`config.mk`:
```
export PLATFORM = sky130hd
export DESIGN_NAME = fetch_seq_flat
export DESIGN_NICKNAME = d
export VERILOG_FILES = /design/src/rtl/fetch_pkg.sv /design/src/rtl/fetch_seq_if.sv /design/src/rtl/fetch_seq_loop_ctrl.sv /design/src/rtl/fetch_seq.sv /design/src/flat_wrapper.sv
export SDC_FILE = /design/constraint.sdc
export NUM_CORES = 1
export LEC_CHECK = 0
export CAP_MARGIN = 10
export CORE_UTILIZATION = 30
export CTS_CLUSTER_SIZE = 40
export DETAILED_ROUTE_END_ITERATION = 10
export SKIP_CTS_REPAIR_TIMING = 1
export SLEW_MARGIN = 30
export SYNTH_ARGS = -nofsm -noshare
export SYNTH_HDL_FRONTEND = slang
export SYNTH_SLANG_ARGS = --single-unit
```
`constraint.sdc`:
```
create_clock -name clk -period 2.75 [get_ports clk]
set_clock_uncertainty 0.15 [all_clocks]
set_input_delay 0.825 -clock clk [delete_from_list [all_inputs] [get_ports clk]]
set_output_delay 0.825 -clock clk [all_outputs]
set_load 0.005 [all_outputs]
```
`src/rtl/fetch_pkg.sv`:
```
// Shared types and default widths for the instruction-fetch sequencer.
//   state_t : sequencer FSM states (IDLE parked, RUN fetching)
//   ADDR_W / INSTR_W / CNT_W : default widths used by the interface and modules
//   PC_STEP : byte increment between consecutive 16-bit instructions
package fetch_pkg;

  localparam int ADDR_W  = 12;
  localparam int INSTR_W = 16;
  localparam int CNT_W   = 10;
  localparam int PC_STEP = 2;

  typedef enum logic {
    IDLE = 1'b0,
    RUN  = 1'b1
  } state_t;

endpackage

```
`src/rtl/fetch_seq_if.sv`:
```
// Bus bundle between the fetch sequencer, its instruction memory and decode.
//   Control in   : en, stall, br_valid, br_target
//   Loop setup   : loop_set, loop_start, loop_end, loop_count
//   Memory       : imem_addr (to memory), imem_instr (from memory, same cycle)
//   Fetch output : if_valid, if_instr, if_pc
//   Loop status  : loop_active, loop_err
// Modports: master = the sequencer, slave = the surrounding core / memory.
interface fetch_seq_if #(
  parameter int ADDR_W  = fetch_pkg::ADDR_W,
  parameter int INSTR_W = fetch_pkg::INSTR_W,
  parameter int CNT_W   = fetch_pkg::CNT_W
);

  logic               en;
  logic               stall;
  logic               br_valid;
  logic [ADDR_W-1:0]  br_target;
  logic               loop_set;
  logic [ADDR_W-1:0]  loop_start;
  logic [ADDR_W-1:0]  loop_end;
  logic [CNT_W-1:0]   loop_count;
  logic [ADDR_W-1:0]  imem_addr;
  logic [INSTR_W-1:0] imem_instr;
  logic               if_valid;
  logic [INSTR_W-1:0] if_instr;
  logic [ADDR_W-1:0]  if_pc;
  logic               loop_active;
  logic               loop_err;

  modport master (
    input  en, stall, br_valid, br_target,
    input  loop_set, loop_start, loop_end, loop_count,
    input  imem_instr,
    output imem_addr, if_valid, if_instr, if_pc, loop_active, loop_err
  );

  modport slave (
    output en, stall, br_valid, br_target,
    output loop_set, loop_start, loop_end, loop_count,
    output imem_instr,
    input  imem_addr, if_valid, if_instr, if_pc, loop_active, loop_err
  );

endinterface

```
`src/rtl/fetch_seq_loop_ctrl.sv`:
```
// Single-level zero-overhead hardware loop controller.
//   clk, rst_n   : clock, async active-low reset
//   pc           : current program counter
//   advance      : a fetch capture happens this edge (loop decision may fire)
//   set, set_*   : loop register load request and its start/end/count
//   start        : registered loop start address (halfword aligned)
//   hit          : loop armed and pc sits on the loop end
//   last         : iteration counter is on its final pass
//   active, err  : loop armed; sticky "set while armed" error
module loop_ctrl #(
  parameter int ADDR_W = fetch_pkg::ADDR_W,
  parameter int CNT_W  = fetch_pkg::CNT_W
) (
  input  logic              clk,
  input  logic              rst_n,
  input  logic [ADDR_W-1:0] pc,
  input  logic              advance,
  input  logic              set,
  input  logic [ADDR_W-1:0] set_start,
  input  logic [ADDR_W-1:0] set_end,
  input  logic [CNT_W-1:0]  set_count,
  output logic [ADDR_W-1:0] start,
  output logic              hit,
  output logic              last,
  output logic              active,
  output logic              err
);

  localparam logic [ADDR_W-1:0] ALIGN_MASK = ~ADDR_W'(1);

  logic [ADDR_W-1:0] end_q;
  logic [CNT_W-1:0]  cnt_q;

  assign hit  = active && (pc == end_q);
  assign last = (cnt_q == CNT_W'(1));

  // NOTE: every register here, address holders included, gets a reset value
  // so a mid-loop reset leaves no stale loop state behind.
  always_ff @(posedge clk or negedge rst_n) begin
    if (!rst_n) begin
      start  <= '0;
      end_q  <= '0;
      cnt_q  <= '0;
      active <= 1'b0;
      err    <= 1'b0;
    end else begin
      // hit implies active, so this never collides with an accepted load below.
      if (advance && hit) begin
        if (last) active <= 1'b0;
        else      cnt_q  <= cnt_q - CNT_W'(1);
      end
      // Acceptance uses the pre-edge active value.
      if (set) begin
        if (active) begin
          err <= 1'b1;
        end else if (set_count != '0) begin
          start  <= set_start & ALIGN_MASK;
          end_q  <= set_end & ALIGN_MASK;
          cnt_q  <= set_count;
          active <= 1'b1;
        end
      end
    end
  end

endmodule

```
`src/rtl/fetch_seq.sv`:
```
// Instruction-fetch sequencer: owns the PC, addresses the combinational
// instruction memory and registers the returned instruction for decode.
//   clk, rst_n : clock, async active-low reset
//   bus        : fetch_seq_if master (control, loop setup, memory, fetch
//                register outputs, loop status)
module fetch_seq
  import fetch_pkg::*;
#(
  parameter int                ADDR_W   = fetch_pkg::ADDR_W,
  parameter int                INSTR_W  = fetch_pkg::INSTR_W,
  parameter logic [ADDR_W-1:0] RESET_PC = '0,
  parameter int                CNT_W    = fetch_pkg::CNT_W
) (
  input  logic         clk,
  input  logic         rst_n,
  fetch_seq_if.master  bus
);

  localparam logic [ADDR_W-1:0] ALIGN_MASK = ~ADDR_W'(1);

  state_t            state, state_next;
  logic [ADDR_W-1:0] pc;
  logic [ADDR_W-1:0] pc_seq;
  logic [ADDR_W-1:0] next_pc;
  logic [ADDR_W-1:0] loop_start_q;
  logic              capture;
  logic              drop;
  logic              loop_hit;
  logic              loop_last;

  assign bus.imem_addr = pc;
  assign pc_seq        = pc + ADDR_W'(PC_STEP);
  // Loop-back is chosen combinationally so the jump costs no bubble.
  assign next_pc       = (loop_hit && !loop_last) ? loop_start_q : pc_seq;

  loop_ctrl #(
    .ADDR_W (ADDR_W),
    .CNT_W  (CNT_W)
  ) u_loop_ctrl (
    .clk       (clk),
    .rst_n     (rst_n),
    .pc        (pc),
    .advance   (capture),
    .set       (bus.loop_set),
    .set_start (bus.loop_start),
    .set_end   (bus.loop_end),
    .set_count (bus.loop_count),
    .start     (loop_start_q),
    .hit       (loop_hit),
    .last      (loop_last),
    .active    (bus.loop_active),
    .err       (bus.loop_err)
  );

  // NOTE: sequential state uses non-blocking assignments so all registers
  // update together from pre-edge values.
  always_ff @(posedge clk or negedge rst_n) begin
    if (!rst_n) state <= IDLE;
    else        state <= state_next;
  end

  // NOTE: every always_comb output is defaulted first so no path infers a latch.
  always_comb begin
    state_next = state;
    capture    = 1'b0;
    drop       = 1'b0;
    unique case (state)
      IDLE: if (bus.en) state_next = RUN;
      RUN: begin
        if (!bus.en) begin
          state_next = IDLE;
          drop       = 1'b1;
        end else if (!bus.stall) begin
          capture = 1'b1;
        end
      end
      default: state_next = IDLE;
    endcase
    // A redirect kills this cycle's wrong-path fetch regardless of en/stall.
    if (bus.br_valid) capture = 1'b0;
  end

  always_ff @(posedge clk or negedge rst_n) begin
    if (!rst_n) begin
      pc           <= RESET_PC;
      bus.if_valid <= 1'b0;
      bus.if_instr <= '0;
      bus.if_pc    <= '0;
    end else if (bus.br_valid) begin
      pc           <= bus.br_target & ALIGN_MASK;
      bus.if_valid <= 1'b0;
    end else if (drop) begin
      bus.if_valid <= 1'b0;
    end else if (capture) begin
      bus.if_instr <= bus.imem_instr;
      bus.if_pc    <= pc;
      bus.if_valid <= 1'b1;
      pc           <= next_pc;
    end
  end

endmodule

```
`src/flat_wrapper.sv`:
```
// flat-port wrapper written by rule: the top's interface ports become plain ports
module fetch_seq_flat import fetch_pkg::*;
#(
  parameter int                ADDR_W   = fetch_pkg::ADDR_W,
  parameter int                INSTR_W  = fetch_pkg::INSTR_W,
  parameter logic [ADDR_W-1:0] RESET_PC = '0,
  parameter int                CNT_W    = fetch_pkg::CNT_W
)
  (clk, rst_n, bus_en, bus_stall, bus_br_valid, bus_br_target, bus_loop_set, bus_loop_start, bus_loop_end, bus_loop_count, bus_imem_instr, bus_imem_addr, bus_if_valid, bus_if_instr, bus_if_pc, bus_loop_active, bus_loop_err);
  fetch_seq_if #(.ADDR_W(ADDR_W), .INSTR_W(INSTR_W), .CNT_W(CNT_W)) bus_i ();
  input  logic clk;
  input  logic rst_n;
  input wire logic [$bits(bus_i.en)-1:0] bus_en;
  input wire logic [$bits(bus_i.stall)-1:0] bus_stall;
  input wire logic [$bits(bus_i.br_valid)-1:0] bus_br_valid;
  input wire logic [$bits(bus_i.br_target)-1:0] bus_br_target;
  input wire logic [$bits(bus_i.loop_set)-1:0] bus_loop_set;
  input wire logic [$bits(bus_i.loop_start)-1:0] bus_loop_start;
  input wire logic [$bits(bus_i.loop_end)-1:0] bus_loop_end;
  input wire logic [$bits(bus_i.loop_count)-1:0] bus_loop_count;
  input wire logic [$bits(bus_i.imem_instr)-1:0] bus_imem_instr;
  output wire logic [$bits(bus_i.imem_addr)-1:0] bus_imem_addr;
  output wire logic [$bits(bus_i.if_valid)-1:0] bus_if_valid;
  output wire logic [$bits(bus_i.if_instr)-1:0] bus_if_instr;
  output wire logic [$bits(bus_i.if_pc)-1:0] bus_if_pc;
  output wire logic [$bits(bus_i.loop_active)-1:0] bus_loop_active;
  output wire logic [$bits(bus_i.loop_err)-1:0] bus_loop_err;
  assign bus_i.en = bus_en;
  assign bus_i.stall = bus_stall;
  assign bus_i.br_valid = bus_br_valid;
  assign bus_i.br_target = bus_br_target;
  assign bus_i.loop_set = bus_loop_set;
  assign bus_i.loop_start = bus_loop_start;
  assign bus_i.loop_end = bus_loop_end;
  assign bus_i.loop_count = bus_loop_count;
  assign bus_i.imem_instr = bus_imem_instr;
  assign bus_imem_addr = bus_i.imem_addr;
  assign bus_if_valid = bus_i.if_valid;
  assign bus_if_instr = bus_i.if_instr;
  assign bus_if_pc = bus_i.if_pc;
  assign bus_loop_active = bus_i.loop_active;
  assign bus_loop_err = bus_i.loop_err;
  fetch_seq #(.ADDR_W(ADDR_W), .INSTR_W(INSTR_W), .RESET_PC(RESET_PC), .CNT_W(CNT_W)) u_core (.clk(clk), .rst_n(rst_n), .bus(bus_i));
endmodule
```
==> run metrics, run 1 <==
EDFF count, synth 0; post-layout min period 2690 ps; global-route wire length before repair 17600 um; HPWL after DPL around 8000 um; WP data required around 2900 ps; row count 40; placed cell areas a little over 5000 um^2; CTS root buffer clkbuf_16; FF+latch count, synth 74; overall power ~3600 uW; slowest CP cell or4_4; kind of critical path input port to flop; CTS tree yes; area grow syn2layout 44.2%; H-tree depth 3; Final WS setup about 58 ps; static leakage 0.00239 uW; launching point of the worst reg2reg path u_core.bus.imem_addr[3]; clk sink count 74; total negative slack 0 ps; DRC errors left 0; WL/cell around 15 um; Slew headroom roughly half; worst skew pair latency 340 ps; Gate Count Post-Synth around 430; Die Y ~110 um; Final ANT Viol Nets 0; FILL cells 1213; # Max-Cap Violations 0; Critical Path Source Type input port; Fin. Hold Viols 0; slowest cell delay on critical path 460 ps; Synth area leaders dfrtp_1 49%, nand2_1 16%, nor2_1 2.4%, xnor2_2 2.2%, a21oi_1 2.0%; pin slew with the least headroom to its limit between 700 and 800 ps; routed wire length 10600 um; CP Depth 6; vias in the first global route about 3400; final setup vio count 0; Max Slew Vio Count 0; FMAX roughly 370 MHz; Main synth FF type dfrtp_1; Clock Pin Slew Worst Setup and Hold Paths about 60 ps; CTS max path bufs 2; Iter 0 DRT Violations roughly 200; Synth cell types 52; I/O Pins between 100 and 150; sequential cell area fraction in the yosys report 49.0%; CP arrival about 2800 ps; Mapped Area about 3800 um^2; cells along the critical path clkdlybuf4s50_1, and4bb_2, nand3_1, or4_4, or4_1, a31oi_1; syn avg cell area a little under 9 um^2; Num CTS Buffers 9; FF-to-FF path depth 6; status complete, no violations; layout cells sized above 1 11.5%; Initial Util between 30% and 40%; post-synth top area share 49.0%; crit path from bus_stall; Crit. End Element flop; Reg2Reg Setup Slack about 330 ps; pwr/cell area between 600 and 700 nW/um^2; DR vias/cell ~4.7; routability cong. about 0.86; Post-synth ARST share 100%; total track usage approximately 18%; Worst Path Buf+Inv 1; largest net degree at the start of global routing 43; Core Box Area 12200 um^2; Die Wd around 110 um; period utilization between 90 and 100%; Synth area leader dfrtp_1; critical path fanouts, max 4; Final nets 621; GRT Residual Overflow 0; design area around 5400 um^2; CP delay by family, top simple AND/OR/NAND/NOR gates; reg2reg end u_core.u_loop_ctrl.cnt_q[6]; Die Footprint between 10000 and 15000 um^2; Hold Crit Class input port to asynchronous set/reset pin; Place WS -334 ps; unrepaired setup endpoints after global routing no; routed via count roughly 3400; initial antenna violation count 0; Yosys Warn Count 0; VDD IR max roughly 340 uV; crit path to u_core.u_loop_ctrl.cnt_q[3]; TritonRoute pass-1 iters 4; ant diodes 0; Port Buffer Count approximately 110
worst reg2reg max path: cells and delay by family (launching register included):
family                 cells  cell delay, ps
flip-flops                 1             490
buffers and inverters      1             180
XOR/XNOR                   1             220
AO/OA/AOI/OAI              1             170
AND/OR/NAND/NOR            3            1130
per-layer routing:
layer	share of wire (%)	GRT usage [%]	up-vias	routed length, um
met1	46	24.2	1590	4930
met2	46	27.8	114	4900
met5	0	0	-	0
li1	-	-	1695	-
met4	1.8	6.23	0	195
met3	5.9	3.44	17	626
power breakdown:
| part | internal (uW) | switching [uW] | leakage, uW |
|---|---|---|---|
| logic | 538 | 423 | 0.00135 |
| clock network | 640 | 478 | 0.000136 |
| registers | 1340 | 218 | 0.000906 |
| total | 2520 | 1120 | 0.00239 |
Yosys cell counts (2+ instances only):
master / count
nor2_1: 24
a211oi_1: 4
xnor2_2: 5
buf_4: 5
xnor2_1: 8
inv_1: 6
or4_1: 7
nand4_4: 2
nand4_1: 4
clkbuf_1: 19
nor2b_1: 2
xnor2_4: 2
xor2_1: 4
nor3_1: 13
nand3_1: 13
nand2_1: 156
buf_6: 2
o31ai_1: 5
a21oi_1: 15
nand2b_1: 3
ha_1: 3
dfrtp_1: 74
nor4_1: 8
a311o_1: 2
o21ai_0: 12
buf_2: 3
a31oi_1: 6
logic make-up (layout without fill, tap and decap cells):
group                      after synthesis  after routing  synth area share (%)
and+or+nand+nor                        242            242                  29.1
muxes                                    1              1                 0.265
DFF                                     74             74                  49.0
adders and majority gates                3              3                 0.994
AOI/OAI and AO/OA                       56             56                  9.51
buffers and inverters                   36            158                  4.57
xor gates and xnor gates                19             19                  6.39
other                                    1              2                0.0993
sequential cells by signal, indices dropped and copies added, names as in the netlist:
register / cells
u_core.bus.if_instr: 16
u_core.bus.if_pc: 11
u_core.bus.imem_addr: 11
u_core.u_loop_ctrl.end_q: 11
u_core.u_loop_ctrl.start: 11
u_core.u_loop_ctrl.cnt_q: 10
u_core.bus.if_valid: 1
u_core.state: 1
u_core.u_loop_ctrl.active: 1
u_core.u_loop_ctrl.err: 1
per-stage QoR:
step                hold slack, ps  util (%)  cells
CTS                            313      44.8    723
global route                   335      44.8    723
global placement               292      42.4    707
detailed placement             295      42.4    707
floorplan                      295         -    433
finish                         295      44.8    723
cells in the final DEF (no fill, tap or decap), types with 2 or more instances in the layout:
master           instances
clkdlybuf4s50_1        104
nor4_1                   8
a211oi_1                 4
clkinv_4                 2
nand3_1                 13
nand2_1                156
buf_12                   2
dfrtp_1                 74
buf_4                   30
a31oi_1                  6
xnor2_4                  2
nand4_1                  4
or4_4                    2
o21ai_0                 12
xnor2_2                  5
nor2b_1                  2
nor3_1                  12
or4_1                    6
nand2b_1                 2
a311o_1                  2
clkbuf_16                9
a21oi_1                 15
conb_1                   2
o31ai_1                  5
inv_1                    6
xnor2_1                  8
nand4_4                  2
ha_1                     3
xor2_1                   4
nor2_1                  24
worst min path at each step:
stage / from / to / slack [ps] / cells after the start
6_report: rst_n / u_core.u_loop_ctrl.cnt_q[4] / 300 / 1
5_1_grt: rst_n / u_core.u_loop_ctrl.cnt_q[5] / 330 / 1
4_1_cts: rst_n / u_core.u_loop_ctrl.cnt_q[4] / 310 / 1
3_5_place_dp: u_core.u_loop_ctrl.err / u_core.u_loop_ctrl.err / 300 / 1
3_3_place_gp: u_core.u_loop_ctrl.err / u_core.u_loop_ctrl.err / 290 / 1
2_1_floorplan: u_core.u_loop_ctrl.start[2] / u_core.u_loop_ctrl.start[2] / 300 / 2
cell type report:
type	count	area (um^2)	area share [%]
inverter	6	22.5	0.413
sequential	74	1850	34.0
multi-input combinational	323	1780	32.6
clock buffer	11	243	4.46
clock inverter	5	38.8	0.712
timing repair buffer	136	1310	24.0
tap	168	210	3.86
Power figures use the tool's default switching activity.
==> inputs of run 2 (changes only) <==
--- a/config.mk
+++ b/config.mk
@@ -6,6 +6,7 @@
 export NUM_CORES = 1
 export LEC_CHECK = 0
 export CAP_MARGIN = 10
+export CORE_MARGIN = 4
 export CORE_UTILIZATION = 30
 export CTS_CLUSTER_SIZE = 40
 export DETAILED_ROUTE_END_ITERATION = 10
==> run 2 against run 1 <==
Via count rose by 1.3%. Routed wire length rose by 4.9%. Clock power rose by 7%. Critical path depth rose by 1. Register-to-register slack improved by 30 ps. Maximum frequency rose by 0.91%. Critical endpoint unchanged.
==> run metrics, run 2 (synthesis results as in run 1) <==
status complete, no violations; Reg power frac approximately two fifths; placed insts between 700 and 800; ant diodes 0; Internal 2600 uW; vias in the first global route ~3500; post-layout min period between 2000 and 3000 ps; I/O Pins 111; reg2reg end u_core.bus.imem_addr[3]; crit path from bus_stall; FILL cells around 1200; total track usage ~16%; routed wire length 11200 um; HPWL after DPL roughly 8400 um; FF-to-FF path depth 6; pwr/cell area between 600 and 700 nW/um^2; WP data required approximately 2800 ps; area grow syn2layout 44.6%; Initial Util a little under a third; Max Slew Vio Count 0; GRT Residual Overflow 0; TritonRoute pass-1 iters 5; clk sink count 74; static leakage ~0.0024 uW; FMAX about 370 MHz; CTS max path bufs 2; final setup vio count 0; Most Used Layer, Global Route met2; Hold Crit Class input port to asynchronous set/reset pin; routed via count roughly 3500; Port Buffer Count ~110; net switching power 1120 uW; total negative slack 0 ps; kind of critical path input port to flop; commonest non-fill, non-tap cell in the layout nand2_1; Core Box Area 12200 um^2; Combinational Power Share between 20% and 30%; layout cells sized above 1 a little under an eighth; CTS root buffer clkbuf_16; Fin. Hold Viols 0; CTS tree yes; Critical Path Source Type input port; Reg2Reg Setup Slack 360 ps; Sw Ratio between 30% and 40%; most frequent cells in the layout 156 x nand2_1, 103 x clkdlybuf4s50_1, 74 x dfrtp_1; CP arrival roughly 2700 ps; largest net degree at the start of global routing 43; Global Route met1 Usage a little over a fifth; WL/cell 15.5 um; initial antenna violation count 0; worst skew pair latency between 300 and 400 ps; routability cong. just over 0.8; VDD IR max approximately 320 uV; Die Y about 120 um; Final nets roughly 620; launching point of the worst reg2reg path u_core.u_loop_ctrl.cnt_q[2]; Iter 0 DRT Violations 279; Die Wd roughly 120 um; # Max-Cap Violations 0; critical path fanouts, max 4; row count 40; DRC errors left 0; M3 GR Usage under 10%; crit path to u_core.u_loop_ctrl.cnt_q[3]; max reg flops 16; pin slew with the least headroom to its limit 696 ps; met2 Usage GRT about a quarter; H-tree depth 3; Final ANT Viol Nets 0; clock power share between 30% and 40%; Num CTS Buffers 9; global-route wire length before repair around 18000 um; final hold slack a little over 300 ps; DR vias/cell ~4.8; Die Footprint ~14000 um^2; Clock Pin Slew Worst Setup and Hold Paths ~60 ps; fin cells around 720; Slew headroom 53.3%; Top reg by flops u_core.bus.if_instr; unrepaired setup endpoints after global routing no; period utilization roughly 97%; Crit. End Element flop
## run 2: cell count changes in the layout (fill, tap and decap cells not counted), sizes merged
cell           delta
clkinvlp          +1
bufinv            +1
clkdlybuf4s50     -1
clkinv            -2
buf               -2
dlymetal6s2s      +1
## run 2: layer usage
metal / part of all wire [%] / up-vias
met1: 45 / 1636
met5: 0 / -
met3: 6.0 / 17
met2: 47 / 122
met4: 2.0 / 0
li1: - / 1684
## run 2: worst min-delay path by stage
stage	to	slack (ps)	depth (start not counted)
floorplan	u_core.u_loop_ctrl.start[2]	300	2
global placement	u_core.u_loop_ctrl.err	290	1
detailed placement	u_core.u_loop_ctrl.err	300	1
global route	u_core.bus.imem_addr[3]	340	1
CTS	u_core.u_loop_ctrl.end_q[1]	320	1
finish	u_core.u_loop_ctrl.end_q[2]	300	1
## run 2: power groups by stage
stage	logic [uW]	clock network, uW	registers (uW)
after global routing	1080	1280	1580
after CTS	983	1230	1550
after global placement	953	0	1560
after floorplan	509	0	1530
final	973	1200	1550
after detailed placement	979	0	1570
## run 2: final cells by class
class                           count  area (um^2)  share of cell area [%]
Tap cell                          168          210                    3.85
Timing Repair Buffer              134         1290                    23.7
Multi-Input combinational cell    323         1780                    32.6
Clock buffer                       11          243                    4.44
Inverter                            6         22.5                   0.412
Sequential cell                    74         1850                    33.9
Clock inverter                      5         62.6                    1.15
## run 2: metrics by stage
step | cell area [um^2] | utilization [%] | power [uW] | setup WS [ps]
global route | 5460 | 44.9 | 3940 | 15.6
detailed placement | 5150 | 42.3 | 2550 | -345
global placement | 5140 | 42.3 | 2510 | -304
finish | 5460 | 44.9 | 3730 | 82.4
floorplan | 3780 | - | 2040 | 101
CTS | 5450 | 44.8 | 3760 | -18.5
## run 2: critical path, stage by stage
cell and delay, ps:
clkdlybuf4s50_1 440, and4bb_2 370, nand3_1 110, or4_4 450
buf_4 160, o31ai_1 230, a31oi_1 120
